===== src/rtl/common_pkg.sv =====
// -----------------------------------------------------------------------------
// common_pkg
// Shared tile/fabric types and core-wide constants.
//   t_opcode      : fabric transaction opcode (RD, WR, RD_RSP, WR_RSP)
//   t_tile_trans  : fabric transaction (opcode, address, data)
//   F2C_RSP_BUF_DEPTH / F2C_RD_LAT : fabric-to-core response buffer sizing
//   countOnes()   : population count helper for small status vectors
// -----------------------------------------------------------------------------
package common_pkg;

   typedef enum logic [1:0] {
      RD     = 2'd0,
      WR     = 2'd1,
      RD_RSP = 2'd2,
      WR_RSP = 2'd3
   } t_opcode;

   typedef struct packed {
      t_opcode     opcode;
      logic [31:0] address;
      logic [31:0] data;
   } t_tile_trans;

   localparam int F2C_RSP_BUF_DEPTH = 4;
   localparam int F2C_RD_LAT        = 2;

   // Number of set bits in a vector (callers zero-extend to 32 bits).
   function automatic int countOnes(input logic [31:0] vec);
      int ones;
      ones = 0;
      for (int i = 0; i < 32; i++) begin
         ones = ones + int'(vec[i]);
      end
      return ones;
   endfunction

endpackage


===== src/rtl/big_core_rsp_fifo_mem.sv =====
// -----------------------------------------------------------------------------
// big_core_rsp_fifo_mem
// DEPTH-entry storage array for the fabric-to-core response buffer. Written at
// WrPtr when WrEn is high, read asynchronously at RdPtr. The array is not reset;
// the parent never presents an entry that was not written since reset.
//   Clk    in  : core clock
//   WrEn   in  : write strobe
//   WrPtr  in  : write slot
//   WrData in  : entry to store
//   RdPtr  in  : read slot
//   RdData out : entry at RdPtr
// -----------------------------------------------------------------------------
module big_core_rsp_fifo_mem
   import common_pkg::*;
#(
   parameter int DEPTH = F2C_RSP_BUF_DEPTH,
   localparam int PTR_W = $clog2(DEPTH)
) (
   input  logic              Clk,
   input  logic              WrEn,
   input  logic [PTR_W-1:0]  WrPtr,
   input  t_tile_trans       WrData,
   input  logic [PTR_W-1:0]  RdPtr,
   output t_tile_trans       RdData
);

   t_tile_trans mem_r [DEPTH];

   // Data array write port.
   always_ff @(posedge Clk) begin
      if (WrEn) begin
         mem_r[WrPtr] <= WrData;
      end
   end

   assign RdData = mem_r[RdPtr];

endmodule


===== src/rtl/big_core_f2c_rsp_buf.sv =====
// -----------------------------------------------------------------------------
// big_core_f2c_rsp_buf
// Buffers read responses from the core memory wrapper (no backpressure at
// Q505H) and hands them to the tile with a valid/ready handshake. RDs snooped
// at Q503H are tracked for RD_LAT cycles so RdReqReady only grants a new RD when
// buffer occupancy plus responses still in the memory pipeline leaves room.
//   Clk, RstN              : clock, asynchronous active-low reset
//   InFabricValidQ503H/Q503H : snooped fabric request (only opcode used)
//   RdReqReady             : one more RD may be issued this cycle
//   RspValidQ505H/RspQ505H : read response from memory wrapper
//   OutRspValid/OutRsp/OutRspReady : buffered response handshake toward tile
//   RspCount               : occupied buffer entries
//   ProtErr                : sticky overflow / credit-violation flag
// Build option: define BIG_CORE_F2C_RSP_BYPASS_EN to forward a response
// straight to OutRsp in the same cycle when the buffer is empty.
// -----------------------------------------------------------------------------
module big_core_f2c_rsp_buf
   import common_pkg::*;
#(
   parameter int DEPTH  = F2C_RSP_BUF_DEPTH,
   parameter int RD_LAT = F2C_RD_LAT,
   localparam int CNT_W = $clog2(DEPTH + 1)
) (
   input  logic              Clk,
   input  logic              RstN,
   input  logic              InFabricValidQ503H,
   input  t_tile_trans       InFabricQ503H,
   output logic              RdReqReady,
   input  logic              RspValidQ505H,
   input  t_tile_trans       RspQ505H,
   output logic              OutRspValid,
   output t_tile_trans       OutRsp,
   input  logic              OutRspReady,
   output logic [CNT_W-1:0]  RspCount,
   output logic              ProtErr
);

   localparam int PTR_W = $clog2(DEPTH);
   localparam int SUM_W = $clog2(DEPTH + RD_LAT + 1);

   logic [PTR_W-1:0]  wrPtr_r;
   logic [PTR_W-1:0]  rdPtr_r;
   logic [CNT_W-1:0]  count_r;
   logic [RD_LAT-1:0] inFlight_r;
   logic              protErr_r;

   logic              rdSnoop_s;
   logic [RD_LAT-1:0] inFlightNext_s;
   logic [SUM_W-1:0]  numInFlight_s;
   logic [SUM_W-1:0]  occupancy_s;
   logic              rdReqReady_s;
   logic              fifoEmpty_s;
   logic              fifoFull_s;
   logic              fifoPop_s;
   logic              bypassTake_s;
   logic              fifoWrite_s;
   logic              drop_s;
   logic              protViol_s;
   t_tile_trans       headRsp_s;
   logic              unusedReqFields_s;

   // Only the opcode of the snooped request matters here.
   assign unusedReqFields_s = ^{InFabricQ503H.address, InFabricQ503H.data};

   assign rdSnoop_s     = InFabricValidQ503H && (InFabricQ503H.opcode == RD);
   assign numInFlight_s = SUM_W'(countOnes(32'(inFlight_r)));
   assign occupancy_s   = SUM_W'(count_r) + numInFlight_s;
   // Credit uses registered state only, so a same-cycle pop is not credited.
   assign rdReqReady_s  = (occupancy_s < SUM_W'(DEPTH));

   assign fifoEmpty_s = (count_r == CNT_W'(0));
   assign fifoFull_s  = (count_r == CNT_W'(DEPTH));
   assign fifoPop_s   = !fifoEmpty_s && OutRspReady;

`ifdef BIG_CORE_F2C_RSP_BYPASS_EN
   // A response consumed straight from the input never enters the array.
   assign bypassTake_s = fifoEmpty_s && RspValidQ505H && OutRspReady;
`else
   assign bypassTake_s = 1'b0;
`endif

   // A full buffer still accepts a push when the head leaves the same cycle.
   assign fifoWrite_s = RspValidQ505H && !bypassTake_s && (!fifoFull_s || fifoPop_s);
   assign drop_s      = RspValidQ505H && fifoFull_s && !fifoPop_s;
   assign protViol_s  = drop_s || (rdSnoop_s && !rdReqReady_s);

   // Age the in-flight RD markers; the oldest falls off as its response lands.
   always_comb begin
      inFlightNext_s    = inFlight_r << 1'b1;
      inFlightNext_s[0] = rdSnoop_s;
   end

   big_core_rsp_fifo_mem #(
      .DEPTH (DEPTH)
   ) u_mem (
      .Clk    (Clk),
      .WrEn   (fifoWrite_s),
      .WrPtr  (wrPtr_r),
      .WrData (RspQ505H),
      .RdPtr  (rdPtr_r),
      .RdData (headRsp_s)
   );

   // Pointer, occupancy, in-flight and sticky error state.
   always_ff @(posedge Clk or negedge RstN) begin
      if (!RstN) begin
         wrPtr_r    <= PTR_W'(0);
         rdPtr_r    <= PTR_W'(0);
         count_r    <= CNT_W'(0);
         inFlight_r <= RD_LAT'(0);
         protErr_r  <= 1'b0;
      end else begin
         if (fifoWrite_s) begin
            wrPtr_r <= wrPtr_r + PTR_W'(1);
         end
         if (fifoPop_s) begin
            rdPtr_r <= rdPtr_r + PTR_W'(1);
         end
         case ({fifoWrite_s, fifoPop_s})
            2'b10:   count_r <= count_r + CNT_W'(1);
            2'b01:   count_r <= count_r - CNT_W'(1);
            default: count_r <= count_r;
         endcase
         inFlight_r <= inFlightNext_s;
         if (protViol_s) begin
            protErr_r <= 1'b1;
         end
      end
   end

   // Present the head entry; OutRsp is forced to zero while nothing is valid.
   always_comb begin
      OutRspValid = 1'b0;
      OutRsp      = '0;
      if (!fifoEmpty_s) begin
         OutRspValid = 1'b1;
         OutRsp      = headRsp_s;
      end
`ifdef BIG_CORE_F2C_RSP_BYPASS_EN
      else if (RspValidQ505H) begin
         OutRspValid = 1'b1;
         OutRsp      = RspQ505H;
      end
`endif
      else begin
         OutRspValid = 1'b0;
         OutRsp      = '0;
      end
   end

   assign RdReqReady = rdReqReady_s;
   assign RspCount   = count_r;
   assign ProtErr    = protErr_r;

endmodule


===== config.mk =====
export PLATFORM = sky130hd
export DESIGN_NAME = big_core_f2c_rsp_buf
export DESIGN_NICKNAME = d
export VERILOG_FILES = /design/src/rtl/common_pkg.sv /design/src/rtl/big_core_rsp_fifo_mem.sv /design/src/rtl/big_core_f2c_rsp_buf.sv
export SDC_FILE = /design/constraint.sdc
export NUM_CORES = 1
export LEC_CHECK = 0
export BUFFER_PORTS_ARGS = -buffer_cell sky130_fd_sc_hd__buf_2
export CAP_MARGIN = 20
export CORE_ASPECT_RATIO = 0.9
export CORE_MARGIN = 2
export CORE_UTILIZATION = 35
export DETAILED_ROUTE_END_ITERATION = 16
export RECOVER_POWER = 50
export SYNTH_ARGS = -nofsm -noshare
export SYNTH_HDL_FRONTEND = slang
export SYNTH_SLANG_ARGS = --single-unit

===== constraint.sdc =====
create_clock -name Clk -period 3.8 [get_ports Clk]
set_clock_uncertainty 0.1 [all_clocks]
set_input_delay 0.19 -clock Clk [delete_from_list [all_inputs] [get_ports Clk]]
set_output_delay 0.19 -clock Clk [all_outputs]
set_load 0.005 [all_outputs]

After elaboration in Yosys (flattened, before gate mapping)
Memories as Yosys holds them, arrays and structs flattened.
Cells that the tools add are included.
{"block": "op_classes", "addsub": 6, "eq_ne": 3, "n_reduce_logical": 15, "n_lt_le_gt_ge": 1, "muxes": 5}
{"cell": "2-to-1 mux 66 bit", "count": 1}
{"cell": "logical AND 1 bit", "count": 6}
{"cell": "case mux 3 bit (2 select lines)", "count": 1}
{"cell": "adder 2 x 1 -> 2 bit, second input constant", "count": 2}
{"cell": "zero test 1 bit", "count": 4}
{"cell": "adder 3 x 1 -> 3 bit, second input constant", "count": 1}
{"cell": "adder 3 x 2 -> 3 bit", "count": 1}
{"cell": "equality test 3 bit, second input constant", "count": 1}
{"cell": "zero test 3 bit", "count": 1}
{"cell": "< comparator 3 bit, second input constant", "count": 1}
{"cell": "2-to-1 mux 1 bit", "count": 3}
{"cell": "subtractor 3 x 1 -> 3 bit, second input constant", "count": 1}
{"cell": "adder 1 x 1 -> 2 bit", "count": 1}
{"cell": "equality test 2 x 1 -> 1 bit, second input constant", "count": 1}
{"cell": "equality test 2 bit, second input constant", "count": 1}
{"cell": "zero test 2 bit", "count": 1}
{"cell": "logical OR 1 bit", "count": 2}
{"cell": "nonzero test 2 bit", "count": 1}
{"block": "word_totals", "inputBits": 137, "ram_bits": 264, "register_bits": 10, "out_inout_bits": 72, "n_memories": 1, "wordCells": 36}
{"name": "u_mem.mem_r", "depth": 4, "width": 66, "rd": 1, "rd_clocked_by_memory_dff": 0, "wr": 1, "line": "big_core_rsp_fifo_mem.sv:27", "source": "t_tile_trans mem_r [DEPTH];"}

Longest topological paths before layout
Gate-level depths: netlist of run 1.
{"block": "logic_depth", "ltp_word": 7, "depth_mapped": 10, "ltp_nobuf": 7}

Modules after synthesis
Synthesis of run 1 repeated with hierarchy kept, for this count alone.
{"block": "hier_totals", "cells_unflattened": 482, "area_unflattened_um2": 10596.4}
{"mod": "big_core_rsp_fifo_mem", "seq_area_each_um2": 7927.6, "cells_per_inst": 348, "instances": 1, "area_each_um2": 9549.2}
{"mod": "big_core_f2c_rsp_buf", "seq_area_each_um2": 250.2, "cells_per_inst": 134, "instances": 1, "area_each_um2": 1047.3}

Worst setup path after synthesis of run 1
No wires, ideal clock.
{"block": "synth_path", "kind": "register to register", "from": "register count_r[2], in the netlist RspCount[2]", "to": "memory u_mem.mem_r[0][0] (netlist name), enable pin", "path_buffers": 1, "setup_slack_ns": 0.706, "setup_ns": 0.431, "path_stages_with_launch": 5, "t_arrival_ns": 2.563, "required_time_ns": 3.269, "path_cell_list": "dfrtp_1 buf_2 nor4b_1 nor2b_1 and2_1"}
{"block": "synth_via", "elab_chain_len": 7}
{"item": "start, declared", "line": "big_core_f2c_rsp_buf.sv:43", "source": "logic [CNT_W-1:0] count_r;"}
{"item": "start signal, assigned", "line": "big_core_f2c_rsp_buf.sv:120", "source": "2'b10: count_r <= count_r + CNT_W'(1);"}
{"item": "start signal, assigned", "line": "big_core_f2c_rsp_buf.sv:121", "source": "2'b01: count_r <= count_r - CNT_W'(1);"}
{"item": "start signal, assigned", "line": "big_core_f2c_rsp_buf.sv:122", "source": "default: count_r <= count_r;"}
{"item": "zero test 3 bit", "line": "big_core_f2c_rsp_buf.sv:71", "source": "assign fifoEmpty_s = (count_r == CNT_W'(0));"}
{"item": "zero test 1 bit"}
{"item": "logical AND 1 bit", "line": "big_core_f2c_rsp_buf.sv:73", "source": "assign fifoPop_s = !fifoEmpty_s && OutRspReady;"}
{"item": "logical OR 1 bit (*)", "line": "big_core_f2c_rsp_buf.sv:83", "source": "assign fifoWrite_s = RspValidQ505H && !bypassTake_s && (!fifoFull_s || fifoPop_s);"}
{"item": "logical AND 1 bit (*)", "line": "big_core_f2c_rsp_buf.sv:83"}
{"item": "2-to-1 mux 1 bit (*)", "line": "big_core_rsp_fifo_mem.sv:31", "source": "if (WrEn) begin"}
{"item": "2-to-1 mux 1 bit (not written as such) (*)", "line": "big_core_rsp_fifo_mem.sv:32", "source": "mem_r[WrPtr] <= WrData;"}
{"item": "end, declared", "line": "big_core_rsp_fifo_mem.sv:27"}
Mark *: on every way between the ends. The rest lies on a longest branch, timed or not.

Final worst setup path of run 1
{"block": "layout_path", "from": "register count_r[2], in the netlist RspCount[2]", "to": "memory u_mem.mem_r[3][16] (netlist name), enable pin"}
Same word-level chain as after synthesis.

==> impl_metrics.py, run 1 <==
metrics = {
    "layout": {
        "layout_commonest_cell": "edfxtp_1",
        "multi_input_area_um2": 2260,
        "area_delta_synth_final_pct": 25.1,
        "nNetsFinal": 853,
        "fillCellCount": 2588,
        "layout-drive-gt1-share_pct": 26.2,
        "seq_area_um2": 8190,
        "diodes": 0,
        "final_cell_mix": "edfxtp_1 (264), clkbuf_1 (75), buf_2 (74)",
    },
    "outcome": {
        "violations": "max-capacitance violations, max-slew violations",
        "status": "finished, violations left",
    },
    "die": {
        "fp-row-count": 60,
        "io_pins": 209,
        "coreArea_um2": 30000,
        "fp.dieW_um": 188,
        "initial_core_util_pct": 35.6,
        "die_h_um": 169,
        "die_area_um2": 31800,
    },
    "pwr": {
        "p_leak_nw": 4.48,
        "p_total_w": 0.00999,
        "power_per_cell_area_nw_per_um2": 750,
        "vdd.ir_drop.worst_uv": 413,
    },
    "cts": {
        "cts_sinks": 274,
        "root_buffer": "clkbuf_16",
        "cts_tree": "done",
        "numCtsBuffers": 29,
        "postCtsSetupBuffers": 0,
        "cts_max_level": 1,
        "worstSkewPairLatency_ps": 520,
        "path_clk_slew_ps": 60,
        "clockBufferDepth": 3,
    },
    "global_route": {
        "grt_start_max_net_pins": 69,
        "grt_usage_pct": 12.8,
        "gr-total-overflow": 0,
        "antenna_found_initial": 0,
        "grt_pass1_vias": 5847,
        "grt_pass1_wl_mm": 32.0,
    },
    "placed_design": {
        "port_buffers": 144,
        "pre_cts_slack_ps": 1190,
        "dpl.hpwl_mm": 10.8,
        "gp_congestion": 0.700,
    },
    "critical_path": {
        "reg2reg_slack_ps": 550,
        "cp-start-kind": "flip-flop",
        "end_kind": "flip-flop",
        "crit_type": "reg -> reg",
        "r2r_cells": 4,
        "reg2reg_to": "u_mem.mem_r[3][16]",
        "r2r-start": "RspCount[2]",
        "path_max_fanout": 38,
        "cp.required_ps": 3910,
        "arrival_ps": 3360,
    },
    "synthesis": {
        "yosysTopAreaCellShare_pct": 74.4,
        "syn_nets": 629,
        "seq_area_frac_synth_pct": 76.8,
        "syn-cell-area_um2": 10700,
        "synth_warnings": 0,
        "ys_ff_latch": 274,
        "synth_top_area_cell": "edfxtp_1",
        "yosys-top-cells-area": "edfxtp_1 (74%), mux4_2 (14%), and2_1 (4.1%)",
        "synth_area_per_cell_um2": 21.9,
        "postSynthCellCount": 486,
        "ys_types": 34,
    },
    "sta": {
        "grt_setup_unrepaired": "no",
        "relSlewSlack_pct": -15.4,
        "setup_viol": 0,
        "period_minus_slack_ps": 3250,
        "finalWorstSetupSlack_ps": 552,
        "final.period_utilization_pct": 85.5,
        "fmax_mhz": 308,
        "tightest_slew_ps": 1730,
        "hold_violations": 0,
        "timing.setup.tns_ps": 0,
        "maxSlewViolCount": 56,
    },
    "hold_path": {
        "hp-start": "inFlight_r[0]",
        "whs_path_depth": 0,
        "min_to": "inFlight_r[1]",
        "hp-class": "reg -> reg",
    },
    "detailed_routing": {
        "wl_mm": 20.1,
        "drc_errors": 0,
        "vias_per_cell": 4.70,
        "wl_per_cell_um": 17.7,
        "routed-via-count": 5334,
        "drtPass1Iterations": 5,
        "route.antenna.remaining_nets": 0,
        "drtIter0Drc": 264,
    },
    "job": {
        "drv_cap": 2,
    },
}
[layer usage]
metal	wire length [um]	vias to the layer above	global-route usage (%)	share of wire, %
li1	-	2410	-	-
met1	8420	2742	15.7	42
met2	10200	144	22.7	51
met3	948	38	2.69	4.7
met4	578	0	3.83	2.9
met5	0	-	0	0
[synthesized netlist by cell type, drive strengths merged]
library cell / instances
edfxtp: 264
and2: 70
mux4: 66
buf: 22
dfrtp: 10
inv: 7
clkbuf: 5
ha: 5
nand3: 4
nand2: 3
nor2b: 3
xnor2: 3
nor2: 2
o2111ai: 2
o21ai: 2
o22ai: 2
or2: 2
xor2: 2
a21o: 1
a21oi: 1
a221o: 1
a22oi: 1
a32oi: 1
and3b: 1
fa: 1
mux2: 1
mux2i: 1
nor4b: 1
or3: 1
or3b: 1
[through the flow]
stage	instances	hold slack (ps)	area, um2	utilization [%]
after floorplan	486	-206	10700	-
after global placement	1008	-42.4	11700	39.2
after detailed placement	1008	-36.0	11700	39.2
after CTS	1133	275	13400	44.6
after global routing	1135	302	13300	44.5
final	1135	286	13300	44.5
[registers in the layout, indices dropped and copies added (netlist names)]
signal	flops
ProtErr	1
RspCount	3
inFlight_r	2
rdPtr_r	2
u_mem.mem_r	264
wrPtr_r	2
[timing repair]
item / in CTS / in global routing
hold buffers: 72 / 0
gates resized for setup: 0 / 0
hold endpoints to repair: 279 / 0
[worst max-delay path by stage]
stage | start | slack, ps | cells after the start | end
floorplan | RspCount[2] | 710 | 4 | u_mem.mem_r[0][0]
global placement | RspCount[2] | 1280 | 3 | u_mem.mem_r[3][14]
detailed placement | RspCount[2] | 1190 | 3 | u_mem.mem_r[2][16]
CTS | rdPtr_r[0] | 730 | 4 | OutRsp[27]
global route | RspCount[2] | 390 | 4 | u_mem.mem_r[3][62]
finish | RspCount[2] | 550 | 4 | u_mem.mem_r[3][16]
[area by class of cell]
cell class / count / area share [%]
repair buffers: 220 / 10.8
multi-input cells: 178 / 17.0
clock inverters: 19 / 1.27
well taps: 403 / 3.78
clock buffers: 34 / 5.59
inverters: 7 / 0.197
flip-flops and latches: 274 / 61.4
[cells by family (layout without fill, tap and decap cells)]
family | after synthesis | count (layout) | synth area share, %
adders and majority gates | 6 | 6 | 0.775
AOI/OAI and AO/OA | 11 | 11 | 0.740
DFF | 274 | 274 | 76.8
xor gates and xnor gates | 5 | 5 | 0.411
and+or+nand+nor | 88 | 88 | 5.07
buffers and inverters | 34 | 280 | 2.07
muxes | 68 | 68 | 14.2
[worst max-delay path: stages (launching register included)]
cell,delay (ps)
dfrtp_1,490
nor4b_1,220
nor2b_1,380
and2_1,1360
buf_16,320
[power by group]
| part | switching (W) | internal (W) | total [W] |
|---|---|---|---|
| Sequential | 0.000415 | 0.00399 | 0.00440 |
| Combinational | 0.00130 | 0.00160 | 0.00291 |
| Clock | 0.00109 | 0.00159 | 0.00269 |
(Power assumes the default switching activity.)
==> run 2: changes to the inputs <==
--- a/config.mk
+++ b/config.mk
@@ -14,4 +14,5 @@
 export RECOVER_POWER = 50
 export SYNTH_ARGS = -nofsm -noshare
 export SYNTH_HDL_FRONTEND = slang
+export SYNTH_HIERARCHICAL = 1
 export SYNTH_SLANG_ARGS = --single-unit
==> run 2 against run 1 <==
Effect of this change: the flow now finishes without violations; routed wire length is 1.9% higher; register-to-register slack better by 450 ps; critical path type is now reg -> out; global-route usage up 0.15 points; largest cell class unchanged; highest routed layer unchanged; cell area rose by 0.12%.
==> impl_metrics.py, run 2 <==
metrics = {
    "sta": {
        "period_minus_slack_ps": 2930,
        "maxSlewViolCount": 0,
        "fmax_mhz": 341,
        "timing.setup.tns_ps": 0,
        "grt_setup_unrepaired": "no",
        "hold_violations": 0,
        "relSlewSlack_pct": 32.1,
        "tightest_slew_ps": 1020,
        "holdWs_ps": 300,
        "final.period_utilization_pct": 77.2,
        "setup_viol": 0,
    },
    "pwr": {
        "p_leak_nw": 4.48,
        "power_per_cell_area_nw_per_um2": 752,
        "vdd.ir_drop.worst_uv": 423,
    },
    "cts": {
        "clockBufferDepth": 3,
        "path_clk_slew_ps": 60,
        "cts_resized": 0,
        "numCtsBuffers": 29,
        "worstSkewPairLatency_ps": 530,
        "cts_sinks": 274,
        "root_buffer": "clkbuf_16",
        "cts_max_level": 1,
        "cts_tree": "done",
    },
    "layout": {
        "fillCellCount": 2621,
        "final_cell_mix": "edfxtp_1 (264), buf_2 (75), dlygate4sd3_1 (72)",
        "layout-drive-gt1-share_pct": 27.4,
        "final_util_pct": 44.7,
        "area_delta_synth_final_pct": 25.9,
        "diodes": 0,
        "seq_area_um2": 8190,
        "layout_commonest_cell": "edfxtp_1",
        "top_register": "u_mem/mem_r",
        "nNetsFinal": 850,
        "multi_input_area_um2": 2240,
        "postLayoutCellArea_um2": 13300,
        "largest_reg_flops": 264,
        "finalNonFillerCells": 1134,
    },
    "synthesis": {
        "synth_warnings": 6,
        "synthFlopType": "edfxtp_1",
        "synth_commonest_cells": "edfxtp_1 (264), and2_1 (66), mux4_2 (66)",
        "ys_types": 35,
        "yosysTopAreaCellShare_pct": 74.8,
        "yosysMostFrequentCell": "edfxtp_1",
        "synth_top_area_cell": "edfxtp_1",
        "postSynthCellCount": 482,
        "yosys-top-cells-area": "edfxtp_1 (75%), mux4_2 (14%), and2_1 (3.9%)",
        "async_flop_share_pct": 3.65,
        "ys_ff_latch": 274,
        "seq_area_frac_synth_pct": 77.2,
        "synth_area_per_cell_um2": 22.0,
        "syn-cell-area_um2": 10600,
        "syn_nets": 621,
        "synth-edff-count": 264,
    },
    "global_route": {
        "grt_pass1_vias": 5780,
        "gr-usage-met2_pct": 23.0,
        "met3_usage_pct": 2.80,
        "grt_pass1_wl_mm": 31.7,
        "antenna_found_initial": 0,
        "top_usage_layer": "met2",
        "gr-total-overflow": 0,
        "use_met1_pct": 16.1,
        "grt_start_max_net_pins": 70,
        "grt_usage_pct": 12.9,
    },
    "critical_path": {
        "crit_type": "reg -> out",
        "cp.required_ps": 3510,
        "cp-startpoint": "rdPtr_r[0]",
        "end_kind": "output pin",
        "path_max_fanout": 35,
        "cp-start-kind": "flip-flop",
        "r2r-start": "RspCount[1]",
        "arrival_ps": 2640,
    },
    "detailed_routing": {
        "route.antenna.remaining_nets": 0,
        "drc_errors": 0,
        "drtIter0Drc": 228,
        "routed-via-count": 5291,
        "drtPass1Iterations": 4,
        "wl_per_cell_um": 18.1,
        "wl_mm": 20.5,
        "vias_per_cell": 4.67,
    },
    "die": {
        "fp.dieW_um": 187,
        "fp-row-count": 60,
        "die_area_um2": 31700,
        "die_h_um": 169,
        "initial_core_util_pct": 35.5,
        "io_pins": 209,
        "coreArea_um2": 29900,
    },
    "job": {
        "drv_cap": 0,
    },
    "placed_design": {
        "gp_congestion": 0.706,
        "port_buffers": 144,
        "dpl.hpwl_mm": 11.8,
        "placed_cells": 1011,
        "dpl_cell_area_um2": 11800,
    },
    "outcome": {
        "status": "finished clean",
    },
    "hold_path": {
        "hp-start": "inFlight_r[0]",
        "hp-class": "reg -> reg",
    },
}
[run 2: changes by cell type in the layout (fill, tap and decap cells not counted), moves of 2 or more]
cell,previous run,this run
and2_1,68,66
ha_1,5,1
buf_12,1,3
clkbuf_1,75,71
and3b_4,0,2
o221ai_1,0,2
and2_4,2,0
buf_16,2,0
buf_4,1,5
[run 2: path summary, 6_finish.rpt]
kind / cells past startpoint / end / slack, ps
max in group asynchronous: 3 / rdPtr_r[0] / 2630
setup reg to reg: 4 / u_mem/mem_r[1][51] / 1000
setup / recovery: 4 / OutRsp[55] / 870
hold / removal: 0 / inFlight_r[1] / 300
hold reg to reg: 0 / inFlight_r[1] / 300
min in group asynchronous: 3 / RspCount[2] / 610
[run 2: cells by family (layout without fill, tap and decap cells)]
| family | after synthesis | in the layout | share of synthesized area (%) |
|---|---|---|---|
| AOI/OAI and AO/OA | 11 | 11 | 0.768 |
| xor gates and xnor gates | 6 | 6 | 0.496 |
| adders and majority gates | 2 | 2 | 0.307 |
| buffers and inverters | 33 | 282 | 1.89 |
| DFF | 274 | 274 | 77.2 |
| muxes | 66 | 66 | 14.0 |
| and+or+nand+nor | 90 | 90 | 5.34 |
[run 2: final cells by class]
class	count	area share, %
Inverter	7	0.197
Multi-Input combinational cell	175	16.8
Sequential cell	274	61.4
Timing Repair Buffer	224	10.9
Clock inverter	20	1.52
Tap cell	403	3.78
Clock buffer	31	5.50
[run 2: critical path, stage by stage, from the launching register on]
cell and delay (ps):
dfrtp_4 910, buf_4 370, mux4_2 530, and2_1 150
buf_2 130
[run 2: stage by stage]
stage / setup slack [ps] / total power [W]
after floorplan: 661 / 0.00626
after global placement: 1180 / 0.00734
after detailed placement: 1150 / 0.00742
after CTS: 754 / 0.0102
after global routing: 626 / 0.0106
final: 868 / 0.0100
[run 2: per-layer routing]
metal	vias up	share of wire (%)
li1	2416	-
met1	2715	43
met2	124	51
met3	36	4.6
met4	0	2.0
met5	-	0
[run 2: report_power, final]
group	switching (W)	leakage, nW	total (W)	internal, W
sequential	0.000435	2.54	0.00441	0.00397
combinational	0.00129	1.49	0.00289	0.00159
clock	0.00109	0.453	0.00274	0.00165
[run 2: what timing repair did]
| item | CTS | global route |
|---|---|---|
| hold endpoints to repair | 280 | 0 |
| hold buffers | 72 | 0 |
| setup buffers | 0 | 0 |
